`src/rtl/log2_msb.sv`:
```
// log2_msb -- registered floor-log2 / leading-one position unit.
//
// Reports the index of the most-significant set bit of an unsigned
// WIDTH-bit operand, one cycle after it is accepted. A zero operand has
// no defined log2; it yields log2=0 with the zero flag raised.
//
// Parameters:
//   WIDTH  operand width, power of two, >= 2
//   OUT_W  result width, must equal $clog2(WIDTH)
//
// Ports:
//   clk        rising-edge clock
//   rst_n      asynchronous active-low reset
//   in_valid   operand A valid this cycle
//   A          unsigned operand
//   out_valid  registered result corresponds to an accepted operand
//   log2       floor(log2(A)), 0 when A==0
//   zero       accepted operand was 0
//   is_pow2    (only with LOG2_POW2_EN) accepted operand had exactly one bit set
//
// Optional feature macro: LOG2_POW2_EN adds the is_pow2 output.
//
// When in_valid is low, out_valid drops and the result registers hold
// their previous contents.

module log2_msb #(
    parameter int WIDTH = 32,
    parameter int OUT_W = 5
) (
    input  logic             clk,
    input  logic             rst_n,
    input  logic             in_valid,
    input  logic [WIDTH-1:0] A,
    output logic             out_valid,
    output logic [OUT_W-1:0] log2,
`ifdef LOG2_POW2_EN
    output logic             is_pow2,
`endif
    output logic             zero
);

    logic             valid_d, valid_q;
    logic [OUT_W-1:0] log2_d,  log2_q;
    logic             zero_d,  zero_q;
    logic [OUT_W-1:0] msb_c;

    // Priority encode: scanning upward lets the highest set bit win.
    always_comb begin
        msb_c = '0;
        for (int i = 0; i < WIDTH; i++) begin
            if (A[i]) msb_c = OUT_W'(i);
        end
    end

    always_comb begin
        valid_d = in_valid;
        log2_d  = log2_q;
        zero_d  = zero_q;
        // Gate on in_valid so an idle (possibly X) operand never reaches state.
        if (in_valid) begin
            log2_d = msb_c;
            zero_d = (A == '0);
        end
    end

    always_ff @(posedge clk or negedge rst_n) begin
        if (!rst_n) begin
            valid_q <= 1'b0;
            log2_q  <= '0;
            zero_q  <= 1'b0;
        end else begin
            valid_q <= valid_d;
            log2_q  <= log2_d;
            zero_q  <= zero_d;
        end
    end

`ifdef LOG2_POW2_EN
    logic pow2_d, pow2_q;

    // Exactly one bit set: nonzero and clearing the lowest set bit leaves 0.
    always_comb begin
        pow2_d = pow2_q;
        if (in_valid) begin
            pow2_d = (A != '0) && ((A & (A - WIDTH'(1))) == '0);
        end
    end

    always_ff @(posedge clk or negedge rst_n) begin
        if (!rst_n) pow2_q <= 1'b0;
        else        pow2_q <= pow2_d;
    end

    assign is_pow2 = pow2_q;
`endif

    assign out_valid = valid_q;
    assign log2      = log2_q;
    assign zero      = zero_q;

endmodule

```
`config.mk`:
```
export PLATFORM = sky130hd
export DESIGN_NAME = log2_msb
export DESIGN_NICKNAME = d
export VERILOG_FILES = /design/src/rtl/log2_msb.sv
export SDC_FILE = /design/constraint.sdc
export NUM_CORES = 1
export LEC_CHECK = 0
export BUFFER_PORTS_ARGS = -buffer_cell sky130_fd_sc_hd__buf_2
export CELL_PAD_IN_SITES_DETAIL_PLACEMENT = 0
export CELL_PAD_IN_SITES_GLOBAL_PLACEMENT = 2
export CORE_MARGIN = 2
export CORE_UTILIZATION = 20
export DETAILED_ROUTE_END_ITERATION = 6
export GPL_ROUTABILITY_DRIVEN = 0
export PLACE_DENSITY_LB_ADDON = 0.1
export SYNTH_ARGS = -nofsm -noshare
export SYNTH_HDL_FRONTEND = slang
export SYNTH_SLANG_ARGS = --single-unit
```
`constraint.sdc`:
```
create_clock -name clk -period 2.4 [get_ports clk]
set_clock_uncertainty 0.2 [all_clocks]
set_input_delay 0.48 -clock clk [delete_from_list [all_inputs] [get_ports clk]]
set_output_delay 0.48 -clock clk [all_outputs]
set_load 0.01 [all_outputs]
```
==> flow_summary.toml, run 1 <==
[yosys]
synth-main-ff-cell = "dfrtp_1"
yosysMostFrequentCell = "nor2_1"
syn_inst = 75
synth.cell_area_sq_um = 566
ys_ff_latch = 7
synthesis.nets = 110
ys_warn_count = 0
avgSynthCellArea_sq_um = 7.54
synth.distinct_cells = 28
synth_edf_count = 0
yosys-top-cells-area = "dfrtp_1 31%, nor2_1 10%, nor4_1 6.6%"
yosysSeqAreaShare_pct = 31.0
yosysTopAreaCell = "dfrtp_1"
synth_common_cells = "15 x nor2_1, 7 x dfrtp_1, 6 x a21oi_1, 6 x inv_1, 6 x nor4_1"
async_reset_ff_share_pct = 100
synth_top_cell_area_share_pct = 31.0

[finish]
nets = 156
num-fill-cells = 315
drive_gt1_share_pct = 39.2
syn_to_final_growth_pct = 47.6
diodes = 0

[clock_tree]
clock_latency_ns = 0.25
cts_buffer_depth = 2
path_clk_slew_ns = 0.05
cts_tree = "built"
clock_sinks = 7
cts_root_buf = "clkbuf_4"
htreeDepth = 1
cts_buffers = 3

[timing]
finalWorstSetupSlack_ns = 0.658
timing.slew.headroom_pct = 66.9
max_freq_mhz = 574
tightest_slew_ns = 0.492
grt_setup_unrepaired = "no"
finalHoldViolCount = 0
period_needed_ns = 1.74
setup_violations = 0
drv_slew = 0
period_share_pct = 72.6
setup_tns_ns = 0

[run_status]
status = "completed"

[setup_path]
worstPathArrival_ns = 1.72
cp.required_ns = 2.38
crit_start = "A[10]"
crit_path_max_fanout = 3
timing.rr.start = "zero$_DFFE_PN0P_"
end_kind = "register"
path_class = "in2reg"
start_kind = "input pin"

[global_route]
grt_max_degree = 12
grt_pass1_vias = 723
grt_pass1_wl_um = 3190
gr-usage-all-layers_pct = 12.5
grt-ovfl-total = 0
grt_antenna_before_repair = 0

[route]
wl_per_cell_um = 12.0
drt_iter0_drc = 13
vias = 713
vias_per_cell = 4.72
firstDrtPassIters = 4
finalWirelength_um = 1810
drc = 0
antenna_left = 0

[power_and_ir_drop]
powerDensity_nw_per_um2 = 379
p_leak_nw = 0.368
vdd.ir_drop.worst_mv = 0.181

[place]
place_ws_ns = 0.421
port_buffers = 41

[min_path]
hold_class = "in2reg"
hp-start = "in_valid"

[floorplan]
core_sq_um = 2710
start_util_pct = 20.9
row_count = 19
die_w_um = 57.2
io_pins = 42
die_area_sq_um = 3270
die-height_um = 57.2

[job]
maxCapViolCount = 0
area by class of cell:
| class | instances | area [sq um] | share of cell area, % |
|---|---|---|---|
| Clock buffer | 4 | 26.3 | 3.15 |
| Inverter | 6 | 22.5 | 2.70 |
| Multi-Input combinational cell | 61 | 357 | 42.7 |
| Sequential cell | 7 | 175 | 21.0 |
| Tap cell | 31 | 38.8 | 4.65 |
| Timing Repair Buffer | 42 | 215 | 25.8 |
placed cells by master, fill, tap and decap left out:
master         netlist  routed
a2111oi_0            2       2
o21ai_0              4       4
nand3b_1             1       1
a21oi_1              6       6
a41o_1               1       1
buf_2                0      41
nor4_1               6       6
o221ai_1             1       1
a221oi_1             1       1
or4_4                1       1
nand3_1              1       1
dlygate4sd3_1        0       1
nor2b_1              1       1
o211ai_1             2       2
o21a_1               1       1
a311o_1              1       1
a21o_1               1       1
nand2_1              4       4
nor2_1              15      15
o2111ai_1            1       1
o311ai_0             1       1
nand2b_2             1       1
inv_1                6       6
nand4_1              1       1
nor3_1               5       5
o31ai_1              1       1
o22a_1               1       1
clkbuf_4             0       3
a21oi_2              1       1
clkbuf_1             0       1
dfrtp_1              7       7
worst max-delay path, stage by stage:
cell and delay (ns):
buf_2 0.11, or4_4 0.53, o211ai_1 0.20, nand2_1 0.08
a21o_1 0.20, a21oi_2 0.12
cells by family (layout without fill, tap and decap cells):
| logic type | Yosys count | after routing | share of synthesized area, % |
|---|---|---|---|
| buf+inv | 7 | 52 | 5.97 |
| simple gates | 36 | 36 | 31.6 |
| flops | 7 | 7 | 31.0 |
| compound gates | 25 | 25 | 31.4 |
worst paths after layout:
path / endpoint / slack [ns] / depth (start not counted)
setup / recovery: log2[2]$_DFFE_PN0P_ / 0.66 / 6
hold / removal: out_valid$_DFF_PN0_ / 0.26 / 1
setup reg to reg: zero$_DFFE_PN0P_ / 1.40 / 2
hold reg to reg: log2[3]$_DFFE_PN0P_ / 0.30 / 1
max in group asynchronous: log2[1]$_DFFE_PN0P_ / 1.45 / 2
min in group asynchronous: zero$_DFFE_PN0P_ / 0.39 / 2
sequential cells by signal, indices dropped and copies added, names as in the netlist:
| register | flops |
|---|---|
| log2 | 5 |
| out_valid | 1 |
| zero | 1 |
what timing repair did:
action                    CTS  global route
hold endpoints to repair    7             0
hold buffers                1             0
setup buffers               0             0
gates resized for setup     0             0
metrics by stage:
stage                     power, mW  cells  cell area, sq um  hold WS (ns)  utilization (%)
after floorplan               0.159     75               566       -0.0156                -
after global placement        0.212    146               798         0.125             29.5
after detailed placement      0.211    146               798         0.127             29.5
after CTS                     0.325    151               835         0.257             30.8
after global routing          0.346    151               835         0.262             30.8
final                         0.316    151               835         0.264             30.8
report_power, final:
part / internal [mW] / switching (mW) / leakage (nW)
clock: 0.0635 / 0.0437 / 0.0150
combinational: 0.0385 / 0.0451 / 0.280
sequential: 0.123 / 0.00239 / 0.0731
total: 0.225 / 0.0911 / 0.368
per-layer routing:
layer,track usage [%],vias up,wire [um]
li1,-,381,-
met1,16.4,312,849
met2,19.0,20,809
met3,4.08,0,148
met4,4.98,0,0
met5,0,-,0
Power figures use the tool's default switching activity.
==> run 2: changes to the inputs <==
- ABC_AREA: unset -> 1
- CORE_UTILIZATION: 20 -> 17
- clock period: 2.4 -> 1.7 ns (I/O delays scaled with it)
==> run 2 against run 1 <==
  * The run now ends with setup timing left
  * Via count grew 20%
  * Global-route usage shrank 3.4 points
  * Area after synthesis grew 11%
  * Die area grew 28%
  * Utilization shrank 0.64 points
  * Setup slack lost 0.95 ns
  * Critical path depth grew 26
  * Critical path type unchanged
  * Highest routed layer is now met4
==> flow_summary.toml, run 2 <==
[yosys]
avgSynthCellArea_sq_um = 5.37
ys_warn_count = 0
yosys-top-cells-area = "dfrtp_1 28%, nand2_1 27%, inv_1 15%"
ys_ff_latch = 7
syn_inst = 117
async_reset_ff_share_pct = 100
synth_top_cell_area_share_pct = 27.9
synth-main-ff-cell = "dfrtp_1"
yosysTopAreaCell = "dfrtp_1"
synthesis.nets = 152
yosysSeqAreaShare_pct = 27.9
yosysMostFrequentCell = "nand2_1"
synth_edf_count = 0
synth.cell_area_sq_um = 628
synth.distinct_cells = 13
synth_common_cells = "45 x nand2_1, 25 x inv_1, 17 x nor2_1"

[setup_path]
cpPeakStageDelay_ns = 0.10
crit_start = "A[2]"
endpoint = "log2[0]$_DFFE_PN0P_"
cpMaxStageDelayCell = "buf_6"
timing.rr.start = "zero$_DFFE_PN0P_"
path_class = "in2reg"
start_kind = "input pin"
r2r-end = "zero$_DFFE_PN0P_"
cp_common_cell = "nand2_1"
worstPathArrival_ns = 1.95
r2r_slack_ns = 0.80
end_kind = "register"
cp.required_ns = 1.66
r2r_cells = 1
crit_path_max_fanout = 2

[finish]
largest_reg_flops = 5
drive_gt1_share_pct = 38.2
num-fill-cells = 442
nets = 214
syn_to_final_growth_pct = 73.1
stdcell_count = 226
final_common_cell = "nand2_1"
diodes = 0
final_cell_mix = "44 x nand2_1, 40 x buf_2, 25 x inv_1"

[route]
finalWirelength_um = 1810
drt_iter0_drc = 13
firstDrtPassIters = 4
wl_per_cell_um = 8.01
antenna_left = 0
vias = 857
drc = 0
vias_per_cell = 3.79

[timing]
finalWorstSetupSlack_ns = -0.290
grt_setup_unrepaired = "yes"
max_freq_mhz = 503
timing.slew.headroom_pct = 74.5
drv_slew = 0
finalHoldViolCount = 0
tightest_slew_ns = 0.379
setup_violations = 1
period_share_pct = 117
period_needed_ns = 1.99

[min_path]
hold_class = "in2reg"

[floorplan]
io_pins = 42
die_w_um = 64.8
start_util_pct = 17.4
row_count = 22
die_area_sq_um = 4200
core_sq_um = 3610
die-height_um = 64.8

[job]
maxCapViolCount = 0

[place]
dp.cells = 219
dpl.hpwl_um = 1600
place_ws_ns = -0.594
port_buffers = 41

[global_route]
grt_pass1_vias = 801
grt_max_degree = 8
grt_antenna_before_repair = 0
grt_pass1_wl_um = 2990
gr-usage-all-layers_pct = 9.08
grt-ovfl-total = 0

[clock_tree]
cts_tree = "built"
cts_buffers = 3
path_clk_slew_ns = 0.04
cts_root_buf = "clkbuf_8"
cts_buffer_depth = 2
clock_sinks = 7
htreeDepth = 1
clock_latency_ns = 0.23

[power_and_ir_drop]
total_power_mw = 0.568
p_seq_share_pct = 31.1
vdd.ir_drop.worst_mv = 0.243
powerDensity_nw_per_um2 = 522
p_leak_nw = 0.645
switching_share_pct = 26.1
power_frac_clock_pct = 40.3
combPwrFrac_pct = 28.6
p_sw_mw = 0.148
intPower_mw = 0.419

[run_status]
violations = "setup timing"
status = "finished with violations"
==> run 2: area by class of cell <==
type	count	area (sq um)	share of cell area, %
Multi-Input combinational cell	80	354	32.6
Timing Repair Buffer	57	338	31.1
Sequential cell	7	175	16.1
Inverter	30	115	10.6
Tap cell	48	60.1	5.52
Clock buffer	4	45.0	4.14
==> run 2: power by group through the flow <==
stage,logic (mW),clock network [mW],registers [mW]
2_1_floorplan,0.0608,0,0.182
3_3_place_gp,0.152,0,0.179
3_5_place_dp,0.153,0,0.179
4_1_cts,0.157,0.238,0.177
5_1_grt,0.187,0.246,0.177
6_report,0.162,0.229,0.177
==> run 2: cells by family (layout without fill, tap and decap cells) <==
group | Yosys count | count (layout) | synth area share [%]
compound gates | 7 | 7 | 7.57
buf+inv | 30 | 91 | 17.9
flops | 7 | 7 | 27.9
simple gates | 73 | 73 | 46.6
==> run 2: timing repair <==
item / CTS / global route
hold endpoints to repair: 7 / 0
buffers inserted: 0 / 2
cloned: 0 / 0
hold buffers: 1 / 0
resized for setup: 1 / 6
pin swaps: 0 / 6
setup endpoints to repair: 1 / 2
==> run 2: how the worst min path moves through the flow <==
| stage | slack (ns) | start | endpoint | cells after the start |
|---|---|---|---|---|
| 2_1_floorplan | -0.16 | rst_n | log2[0]$_DFFE_PN0P_ | 0 |
| 3_3_place_gp | -0.02 | rst_n | out_valid$_DFF_PN0_ | 1 |
| 3_5_place_dp | -0.02 | rst_n | out_valid$_DFF_PN0_ | 1 |
| 4_1_cts | 0.12 | in_valid | out_valid$_DFF_PN0_ | 1 |
| 5_1_grt | 0.13 | in_valid | out_valid$_DFF_PN0_ | 1 |
| 6_report | 0.12 | in_valid | out_valid$_DFF_PN0_ | 1 |
==> run 2: worst max-delay path, delay by kind of cell <==
family / cells / cell delay (ns)
buf+inv: 2 / 0.14
compound gates: 1 / 0.10
simple gates: 29 / 1.36
==> run 2: stage by stage <==
step	TNS [ns]	cell area (sq um)	hold WS, ns	utilization (%)
after floorplan	-0.250	628	-0.156	-
after global placement	-0.754	991	-0.0198	27.5
after detailed placement	-0.760	991	-0.0185	27.5
after CTS	-0.348	1050	0.119	29.2
after global routing	-0.820	1090	0.127	30.2
final	-0.290	1090	0.120	30.2
==> run 2: per-layer routing <==
layer / track usage (%) / wire length (um)
met1: 10.7 / 816
met5: 0 / 0
met2: 15.5 / 858
met3: 2.26 / 121
met4: 3.99 / 14
==> run 3: changes to the inputs <==
- ABC_AREA: 1 -> unset
- CORE_UTILIZATION: 17 -> 19
==> run 3 against run 2 <==
  * The flow now finishes without violations
  * Utilization grew 1.5 points
  * Register-to-register slack lost 0.10 ns
  * Setup slack gained 0.40 ns
  * Sequential cell count is the same
  * Sequential share of layout area grew 3.8 points
  * Sequential power is essentially flat
  * Power shrank 20%
  * Critical path type unchanged
==> flow_summary.toml, run 3 (synthesis gave the netlist of run 1 again) <==
[route]
vias_per_cell = 4.76
firstDrtPassIters = 4
finalWirelength_um = 1880
drt_iter0_drc = 26
antenna_left = 0
drc = 0
vias = 748
wl_per_cell_um = 11.9

[min_path]
hold_class = "in2reg"

[global_route]
grt_antenna_before_repair = 0
grt_pass1_vias = 665
grt-busiest-layer = "met2"
grt_pass1_wl_um = 2950
gr-usage-all-layers_pct = 11.2
grt_max_degree = 11
grt-ovfl-total = 0
grt_util_met1_pct = 14.9
use_met3_pct = 2.86
grt_use_met2_pct = 18.0

[timing]
period_share_pct = 93.7
setup_violations = 0
setup_tns_ns = 0
drv_slew = 0
period_needed_ns = 1.59
finalWorstSetupSlack_ns = 0.107
holdWs_ns = 0.211
tightest_slew_ns = 0.418
grt_setup_unrepaired = "no"
timing.slew.headroom_pct = 71.4
max_freq_mhz = 628
finalHoldViolCount = 0

[power_and_ir_drop]
total_power_mw = 0.452
combPwrFrac_pct = 28.2
p_sw_mw = 0.126
vdd.ir_drop.worst_mv = 0.389
power_frac_clock_pct = 32.6
p_seq_share_pct = 39.2
powerDensity_nw_per_um2 = 514
switching_share_pct = 28.0
intPower_mw = 0.325
p_leak_nw = 0.398

[place]
place_area_sq_um = 843
port_buffers = 41
place_ws_ns = -0.139
dp.cells = 152
dpl.hpwl_um = 1660

[floorplan]
start_util_pct = 20.3
row_count = 19
die_w_um = 58.6
io_pins = 42
core_sq_um = 2780
die_area_sq_um = 3430
die-height_um = 58.6

[clock_tree]
htreeDepth = 1
cts_buffer_depth = 2
cts_root_buf = "clkbuf_4"
path_clk_slew_ns = 0.05
cts_setup_buffers = 0
cts_tree = "built"
clock_latency_ns = 0.24
cts_buffers = 3
clock_sinks = 7

[job]
maxCapViolCount = 0

[setup_path]
path_cells = "buf_2 -> or4_4 -> o211ai_1 -> nand2_1 -> a21o_1 -> a21oi_2"
cp.required_ns = 1.67
crit_path_max_fanout = 3
start_kind = "input pin"
cpMaxStageDelayCell = "or4_4"
path_class = "in2reg"
end_kind = "register"
cpPeakStageDelay_ns = 0.53
worstPathArrival_ns = 1.57

[finish]
design_area_sq_um = 880
diodes = 0
final_common_cell = "buf_2"
stdcell_count = 157
drive_gt1_share_pct = 42.1
final_cell_mix = "41 x buf_2, 15 x nor2_1, 7 x dfrtp_1"
nets = 162
largest_reg_flops = 5
syn_to_final_growth_pct = 55.5
utilization_pct = 31.6

[run_status]
status = "completed"
==> run 3: timing repair <==
action,in CTS,in global routing
hold endpoints to repair,7,0
gates resized for setup,0,0
hold buffers,1,0
setup endpoints to repair,0,0
==> run 3: worst paths after layout <==
| check | start | end | slack [ns] | depth (start not counted) |
|---|---|---|---|---|
| worst max-delay path | A[10] | log2[2]$_DFFE_PN0P_ | 0.11 | 6 |
| worst min-delay path | in_valid | out_valid$_DFF_PN0_ | 0.21 | 2 |
| worst max register to register | zero$_DFFE_PN0P_ | zero$_DFFE_PN0P_ | 0.70 | 2 |
| worst min register to register | log2[4]$_DFFE_PN0P_ | log2[4]$_DFFE_PN0P_ | 0.30 | 2 |
| max in group asynchronous | rst_n | log2[1]$_DFFE_PN0P_ | 0.90 | 2 |
| min in group asynchronous | rst_n | out_valid$_DFF_PN0_ | 0.25 | 2 |
==> run 3: area by class of cell <==
class	count	area [sq um]
clock buffer	4	26.3
fill	327	1900
inverter	6	22.5
multi-input combinational	61	357
sequential	7	175
tap	31	38.8
timing repair buffer	48	260
==> run 3: metal layers <==
layer	vias up	wire [um]
li1	393	-
met1	331	820
met2	24	902
met3	0	152
met4	0	0
met5	-	0
==> run 3: critical path, delay by kind of cell <==
kind	cells	cell delay [ns]
and+or+nand+nor	2	0.60
AOI/OAI and AO/OA	3	0.51
buffers and inverters	1	0.11
==> run 3: power groups by stage <==
stage          Sequential (mW)  Clock (mW)  Combinational [mW]
3_5_place_dp             0.180           0               0.127
3_3_place_gp             0.180           0               0.128
6_report                 0.177       0.147               0.128
5_1_grt                  0.178       0.165               0.145
4_1_cts                  0.177       0.154               0.130
2_1_floorplan            0.184           0              0.0401
